===== config.mk =====
export PLATFORM = sky130hd
export DESIGN_NAME = lc3_mem_ctrl_param_flat
export DESIGN_NICKNAME = d
export VERILOG_FILES = /design/src/rtl/lc3_mem_ctrl_param_if.sv /design/src/rtl/lc3_mem_ctrl_param.sv /design/src/flat_wrapper.sv
export SDC_FILE = /design/constraint.sdc
export NUM_CORES = 2
export LEC_CHECK = 0
export BUFFER_PORTS_ARGS = -buffer_cell sky130_fd_sc_hd__buf_2
export CAP_MARGIN = 5
export CORE_ASPECT_RATIO = 0.8
export CORE_MARGIN = 2
export CORE_UTILIZATION = 40
export CTS_BUF_LIST = sky130_fd_sc_hd__clkbuf_4 sky130_fd_sc_hd__clkbuf_8
export CTS_CLUSTER_DIAMETER = 50
export DETAILED_ROUTE_END_ITERATION = 12
export GPL_ROUTABILITY_DRIVEN = 0
export HOLD_SLACK_MARGIN = 0.06
export PLACE_DENSITY = 0.64
export SYNTH_ARGS = -nofsm -noshare
export SYNTH_HDL_FRONTEND = slang
export SYNTH_SLANG_ARGS = --single-unit
export TNS_END_PERCENT = 5

===== constraint.sdc =====
create_clock -name i_CLK -period 6.1 [get_ports i_CLK]
set_input_delay 0.61 -clock i_CLK [delete_from_list [all_inputs] [get_ports i_CLK]]
set_output_delay 0.61 -clock i_CLK [all_outputs]
set_load 0.005 [all_outputs]

===== src/rtl/lc3_mem_ctrl_param_if.sv =====
// Bus bundle between the LC-3 datapath/control and the parametrised memory
// controller: load strobes, request handshake, bus data in and the
// MDR/device/status values coming back.
interface lc3_mem_ctrl_param_if #(
  parameter int DATA_W = 16
);
  logic              i_LD_MAR;
  logic              i_LD_MDR;
  logic              i_RW;
  logic              i_MIO_EN;
  logic [DATA_W-1:0] i_Bus;
  logic [DATA_W-1:0] o_Bus;
  logic              o_Ready_Bit;
  logic [DATA_W-1:0] o_Dev_Reg;
  logic              o_Fault;

  modport master (
    output i_LD_MAR, i_LD_MDR, i_RW, i_MIO_EN, i_Bus,
    input  o_Bus, o_Ready_Bit, o_Dev_Reg, o_Fault
  );

  modport slave (
    input  i_LD_MAR, i_LD_MDR, i_RW, i_MIO_EN, i_Bus,
    output o_Bus, o_Ready_Bit, o_Dev_Reg, o_Fault
  );
endinterface


===== src/rtl/lc3_mem_ctrl_param.sv =====
// LC-3 MAR/MDR/RAM wrapper with configurable widths, RAM depth and wait
// states. A request is latched in IDLE, counted down in BUSY, performed on the
// BUSY->DONE edge and acknowledged by a registered ready while in DONE. One
// address outside the RAM selects a device register; every other address
// outside the RAM completes with a one-cycle fault pulse.
module lc3_mem_ctrl_param #(
  parameter int                DATA_W      = 16,
  parameter int                ADDR_W      = 16,
  parameter int                MEM_AW      = 7,
  parameter int                WAIT_CYCLES = 2,
  parameter logic [ADDR_W-1:0] DEV_ADDR    = 16'hFE12
) (
  input logic                  i_CLK,
  input logic                  i_RST,
  lc3_mem_ctrl_param_if.slave  bus
);

  localparam int CNT_W = (WAIT_CYCLES > 0) ? $clog2(WAIT_CYCLES + 1) : 1;
  // One past the last RAM address, one bit wider than MAR so that a RAM as
  // large as the whole address space still has a representable limit.
  localparam logic [ADDR_W:0] RAM_LIMIT = (ADDR_W + 1)'(1) << MEM_AW;

  typedef enum logic [1:0] {
    IDLE = 2'd0,
    BUSY = 2'd1,
    DONE = 2'd2
  } state_t;

  state_t              state_q, state_d;
  logic [CNT_W-1:0]    cnt_q, cnt_d;
  logic [ADDR_W-1:0]   mar_q, mar_d;
  logic [DATA_W-1:0]   mdr_q, mdr_d;
  logic [ADDR_W-1:0]   reqAddr_q, reqAddr_d;
  logic [DATA_W-1:0]   reqData_q, reqData_d;
  logic                reqRw_q, reqRw_d;
  logic [DATA_W-1:0]   rdData_q, rdData_d;
  logic [DATA_W-1:0]   devReg_q, devReg_d;
  logic                ready_q, ready_d;
  logic                fault_q, fault_d;

  logic [DATA_W-1:0]   mem [2**MEM_AW];
  logic [MEM_AW-1:0]   memIdx;
  logic                memWe;
  logic                isRam;
  logic                isDev;

  // Decode of the latched request address; MAR is zero-extended for compares.
  assign memIdx = reqAddr_q[MEM_AW-1:0];
  assign isRam  = ({1'b0, reqAddr_q} < RAM_LIMIT);
  assign isDev  = (reqAddr_q == DEV_ADDR);

  assign bus.o_Bus       = mdr_q;
  assign bus.o_Ready_Bit = ready_q;
  assign bus.o_Dev_Reg   = devReg_q;
  assign bus.o_Fault     = fault_q;

  // MAR follows its load strobe in any state; MDR takes the bus, or the read
  // data once a read request has been acknowledged, and otherwise holds.
  always_comb begin
    mar_d = mar_q;
    mdr_d = mdr_q;
    if (bus.i_LD_MAR) begin
      mar_d = bus.i_Bus[ADDR_W-1:0];
    end
    if (bus.i_LD_MDR) begin
      if (!bus.i_MIO_EN) begin
        mdr_d = bus.i_Bus;
      end else if (ready_q && !reqRw_q) begin
        mdr_d = rdData_q;
      end
    end
  end

  // Request FSM: latch in IDLE, wait out the counter in BUSY, perform the
  // access on the way into DONE and hold DONE until the request is dropped.
  always_comb begin
    state_d   = state_q;
    cnt_d     = cnt_q;
    reqAddr_d = reqAddr_q;
    reqData_d = reqData_q;
    reqRw_d   = reqRw_q;
    rdData_d  = rdData_q;
    devReg_d  = devReg_q;
    fault_d   = 1'b0;
    memWe     = 1'b0;
    unique case (state_q)
      IDLE: begin
        if (bus.i_MIO_EN) begin
          reqAddr_d = mar_q;
          reqData_d = mdr_q;
          reqRw_d   = bus.i_RW;
          cnt_d     = CNT_W'(WAIT_CYCLES);
          state_d   = BUSY;
        end
      end
      BUSY: begin
        if (cnt_q == '0) begin
          state_d = DONE;
          if (isRam) begin
            if (reqRw_q) begin
              memWe = 1'b1;
            end else begin
              rdData_d = mem[memIdx];
            end
          end else if (isDev) begin
            if (reqRw_q) begin
              devReg_d = reqData_q;
            end else begin
              rdData_d = devReg_q;
            end
          end else begin
            fault_d = 1'b1;
            if (!reqRw_q) begin
              rdData_d = '0;
            end
          end
        end else begin
          cnt_d = cnt_q - 1'b1;
        end
      end
      DONE: begin
        if (!bus.i_MIO_EN) begin
          state_d = IDLE;
        end
      end
      default: state_d = IDLE;
    endcase
    ready_d = (state_d == DONE);
  end

  // Register update; reset aborts any request in flight before it commits.
  always_ff @(posedge i_CLK or posedge i_RST) begin
    if (i_RST) begin
      state_q   <= IDLE;
      cnt_q     <= '0;
      mar_q     <= '0;
      mdr_q     <= '0;
      reqAddr_q <= '0;
      reqData_q <= '0;
      reqRw_q   <= 1'b0;
      rdData_q  <= '0;
      devReg_q  <= '0;
      ready_q   <= 1'b0;
      fault_q   <= 1'b0;
    end else begin
      state_q   <= state_d;
      cnt_q     <= cnt_d;
      mar_q     <= mar_d;
      mdr_q     <= mdr_d;
      reqAddr_q <= reqAddr_d;
      reqData_q <= reqData_d;
      reqRw_q   <= reqRw_d;
      rdData_q  <= rdData_d;
      devReg_q  <= devReg_d;
      ready_q   <= ready_d;
      fault_q   <= fault_d;
    end
  end

  // RAM array has no reset so its contents survive a controller reset.
  always_ff @(posedge i_CLK) begin
    if (memWe) begin
      mem[memIdx] <= reqData_q;
    end
  end

endmodule


===== src/flat_wrapper.sv =====
// flat-port wrapper written by rule: the top's interface ports become plain ports
module lc3_mem_ctrl_param_flat 
#(
  parameter int                DATA_W      = 16,
  parameter int                ADDR_W      = 16,
  parameter int                MEM_AW      = 7,
  parameter int                WAIT_CYCLES = 2,
  parameter logic [ADDR_W-1:0] DEV_ADDR    = 16'hFE12
)
  (i_CLK, i_RST, bus_i_LD_MAR, bus_i_LD_MDR, bus_i_RW, bus_i_MIO_EN, bus_i_Bus, bus_o_Bus, bus_o_Ready_Bit, bus_o_Dev_Reg, bus_o_Fault);
  lc3_mem_ctrl_param_if #(.DATA_W(DATA_W)) bus_i ();
  input logic i_CLK;
  input logic i_RST;
  input wire logic [$bits(bus_i.i_LD_MAR)-1:0] bus_i_LD_MAR;
  input wire logic [$bits(bus_i.i_LD_MDR)-1:0] bus_i_LD_MDR;
  input wire logic [$bits(bus_i.i_RW)-1:0] bus_i_RW;
  input wire logic [$bits(bus_i.i_MIO_EN)-1:0] bus_i_MIO_EN;
  input wire logic [$bits(bus_i.i_Bus)-1:0] bus_i_Bus;
  output wire logic [$bits(bus_i.o_Bus)-1:0] bus_o_Bus;
  output wire logic [$bits(bus_i.o_Ready_Bit)-1:0] bus_o_Ready_Bit;
  output wire logic [$bits(bus_i.o_Dev_Reg)-1:0] bus_o_Dev_Reg;
  output wire logic [$bits(bus_i.o_Fault)-1:0] bus_o_Fault;
  assign bus_i.i_LD_MAR = bus_i_LD_MAR;
  assign bus_i.i_LD_MDR = bus_i_LD_MDR;
  assign bus_i.i_RW = bus_i_RW;
  assign bus_i.i_MIO_EN = bus_i_MIO_EN;
  assign bus_i.i_Bus = bus_i_Bus;
  assign bus_o_Bus = bus_i.o_Bus;
  assign bus_o_Ready_Bit = bus_i.o_Ready_Bit;
  assign bus_o_Dev_Reg = bus_i.o_Dev_Reg;
  assign bus_o_Fault = bus_i.o_Fault;
  lc3_mem_ctrl_param #(.DATA_W(DATA_W), .ADDR_W(ADDR_W), .MEM_AW(MEM_AW), .WAIT_CYCLES(WAIT_CYCLES), .DEV_ADDR(DEV_ADDR)) u_core (.i_CLK(i_CLK), .i_RST(i_RST), .bus(bus_i));
endmodule

==> results by group <==
Setup path
  – Arrival time at the worst endpoint: between 5000 and 6000 ps
  – Data required time at the worst endpoint: 7000 ps
  – Reg-to-reg endpoint: u_core.rdData_q[6]$_DFFE_PP0P_
  – Buffers and inverters on the worst path: 2
  – FF-to-FF Start: u_core.reqAddr_q[0]$_DFFE_PP0P_
  – Reg2reg path depth: 9
  – CP delay by family, top: simple AND/OR/NAND/NOR gates
  – Worst setup EP type: register
  – CP Launch Type: register
  – Crit path from: u_core.reqAddr_q[0]$_DFFE_PP0P_
  – CP Class: reg2reg
  – Crit path to: u_core.rdData_q[6]$_DFFE_PP0P_
  – CP cell instances: nor2b_4 > buf_4 > buf_4 > a22o_1 > nor3_1 > nor4_1 > o31a_1 > nand3_1 > a22o_1
  – Worst-path maximum fanout: 47
  – Largest stage delay, worst path: 1150 ps
  – R2R setup slack: 1180 ps
  – CP max-delay cell: nor4_1
  – CP Depth: 9

Route
  – DRT antenna net count: 0
  – WL final: between 200 and 300 mm
  – Number of vias per cell: between 6 and 7
  – DRC: 0
  – Wire per inst: 32.89 um
  – Total number of vias: approximately 48k
  – DRT iter0 DRCs: approximately 8k
  – Drt first pass iters: 7

Clock tree
  – Clk_lat worst skew: around 1000 ps
  – CTS Hold Buffers Added: 30
  – CTS max path bufs: 4
  – Worst-path clk slew: 70 ps
  – H-tree Lvls: 5
  – Clock Sinks: between 2k and 2.5k
  – CTS tree: built
  – Post-cts resize count: 0
  – Post-CTS Setup Bufs: 0
  – Clock root buffer: clkbuf_8
  – Number of buffers created by CTS: 331

STA
  – Setup TNS: 0 ps
  – Minimum clock period: 4925 ps
  – Final Hold Fails: 0
  – Max Freq: between 0.2 and 0.25 GHz
  – Worst Tran Pin Value: about 1500 ps
  – Slew Limit Fails: 0
  – Final period util: approximately 81%
  – Unrepaired setup endpoints after global routing: no
  – Layout Skew: just under 60 ps
  – Slew Limit Headroom: a little under 2%
  – Finish-stage setup viols: 0

Yosys
  – Synth Area per Inst: ~19 um2
  – Syn_nets: ~4.4k
  – Post-synthesis register bit count: 2151
  – Synth cell types: 84
  – Top FF cell, synth: edfxtp_1
  – Post-Syn Area: slightly above 80000 um2
  – Fraction of registers with async set/reset: 4.788%
  – Post-Synthesis Cells: between 4k and 5k
  – Synthesis Warnings: 0
  – Post-synth EDFFs: 2048
  – Seq/Total Area, Yosys: between 70% and 80%

Floorplanning
  – Rows: 149
  – Die Y: between 400 and 500 um
  – Die area: 211700 um2
  – CORE AREA: slightly above 200000 um2
  – Io pins: 56
  – Initial Util: 40.31%
  – Width of the chip: 513.9 um

GRT
  – Pin count of the biggest net entering global routing: 94
  – Total GRT Usage: 23.65%
  – Antenna violations before repair: 15
  – Vias in the first global route: 45.65k
  – Gr ovfl total: 0
  – First-pass GRT wire length: around 360 mm

Power
  – Max VDD drop: between 0.7 and 0.8 mV
  – LEAKAGE: just over 30 nW
  – Power per Cell Area: ~480 nW/um2

Cells and area
  – Layout cells sized above 1: about a quarter
  – Finished Cell Area: roughly 94000 um2
  – Nets: ~4.8k
  – P&R area growth vs syn: 13.07%

Placement
  – Port Buffers: 55
  – DP Area: slightly below 90000 um2
  – Post-DP HPWL: about 150 mm

Flow run
  – Maxcap violations: 0

Hold path
  – Tightest Hold Check Type: in2reg
  – Hold path cells: 2

Outcome
  – Outcome: finished, final reports clean
[placed cells by master (no fill, tap or decap), types with 33 or more instances in the layout]
cell type	Yosys	layout
a21oi_1	137	137
a221o_1	46	46
a221oi_1	177	177
a22o_1	53	53
a22oi_1	109	109
buf_2	113	56
buf_4	25	244
clkbuf_4	0	109
clkbuf_8	0	343
clkinv_1	1	63
clkinv_2	0	33
dfrtp_1	103	82
edfxtp_1	2048	2048
mux2_2	134	134
mux2i_1	170	170
mux4_2	226	226
nand2_1	179	179
nand3_1	41	41
nor2_1	223	209
o21ai_0	101	101
o221ai_1	33	33
[Yosys cell counts (all sizes together) (4+ instances only)]
library cell	instances	area, um2
nand2b	6	37.54
and3	6	37.54
nand4	15	93.84
a31oi	22	137.6
dfrtp	103	2577
inv	11	41.29
nor3b	6	66.31
o2bb2ai	10	87.58
o31ai	8	65.06
edfxtp	2048	61500
o211ai	30	225.2
o221ai	33	289.0
nand3	41	205.2
nor3	33	186.4
nor2b	12	75.07
clkbuf	88	330.3
nor4	6	37.54
o31a	4	35.03
a22oi	109	818.3
a221oi	178	1565
a2111oi	19	197.7
a31o	5	43.79
mux2i	170	1702
o22ai	27	168.9
mux2	134	1509
a21oi	137	685.7
a221o	46	460.4
a211oi	9	67.56
o2111ai	14	122.6
nor2	224	843.3
nand2	179	671.9
and2	7	43.79
buf	205	1350
a22o	53	464.2
or3	4	25.02
o21a	4	30.03
mux4	237	5379
and3b	5	43.79
o311ai	6	52.55
o21ai	102	510.5
[layout make-up]
cell class / count / area [um2]
fillers: 17170 / 112300
well taps: 2718 / 3401
clock inverters: 111 / 638.1
clock buffers: 452 / 5539
repair buffers: 348 / 2748
multi-input cells: 1944 / 17520
inverters: 12 / 53.80
flip-flops and latches: 2151 / 64150
diodes: 4 / 10.01
[logic make-up after synthesis]
kind of cell,after synthesis,synth area share (%)
buffers and inverters,305,2.074
AO/OA/AOI/OAI,845,7.579
adder cells (fa/ha/maj),1,0.01504
AND/OR/NAND/NOR,557,2.981
multiplexers,541,10.33
flip-flops,2151,77.03
[registers in the layout (all words and copies together), names as in the netlist]
name and cells:
u_core.bus.o_Ready_Bit 1, u_core.mem 2048, u_core.bus.o_Bus 16, u_core.reqRw_q 1, u_core.state_q 2, u_core.bus.o_Dev_Reg 16
u_core.reqAddr_q 16, u_core.bus.o_Fault 1, u_core.rdData_q 16, u_core.reqData_q 16, u_core.cnt_q 2, u_core.mar_q 16
[worst min path at each step]
stage	from	to	slack, ps
4_1_cts	bus_i_LD_MAR	u_core.mar_q[6]$_DFFE_PP0P_	60
2_1_floorplan	u_core.mar_q[0]$_DFFE_PP0P_	u_core.reqAddr_q[0]$_DFFE_PP0P_	450
5_1_grt	bus_i_LD_MAR	u_core.mar_q[6]$_DFFE_PP0P_	120
3_5_place_dp	u_core.mar_q[4]$_DFFE_PP0P_	u_core.reqAddr_q[4]$_DFFE_PP0P_	480
3_3_place_gp	u_core.mar_q[4]$_DFFE_PP0P_	u_core.reqAddr_q[4]$_DFFE_PP0P_	470
6_report	bus_i_LD_MAR	u_core.mar_q[6]$_DFFE_PP0P_	170
[routing by layer]
metal	share of wire, %	track usage (%)
met5	0.040	0
met4	2.7	6.871
met3	15	8.802
met2	43	33.42
met1	39	34.06
[per-stage QoR]
step / hold slack (ps) / power [mW] / setup slack, ps / util (%) / cells
after CTS: 63.81 / 44.40 / 1386 / 45.56 / 7734
after floorplan: 446.0 / 26.97 / 2786 / - / 4400
after global routing: 118.8 / 45.85 / 1212 / 45.58 / 7739
after detailed placement: 480.4 / 32.95 / 1387 / 42.42 / 7141
after global placement: 471.6 / 32.80 / 1434 / 42.42 / 7139
final: 166.4 / 44.75 / 1175 / 45.58 / 7740
[power breakdown]
group          total (mW)  internal [mW]  leakage [nW]  switching [mW]
combinational        13.3           4.15          7.08            9.20
sequential           19.8           18.3          20.0            1.45
clock                11.6           6.08          3.29            5.53
total                44.7           28.6          30.3            16.2
(Power assumes the default switching activity.)
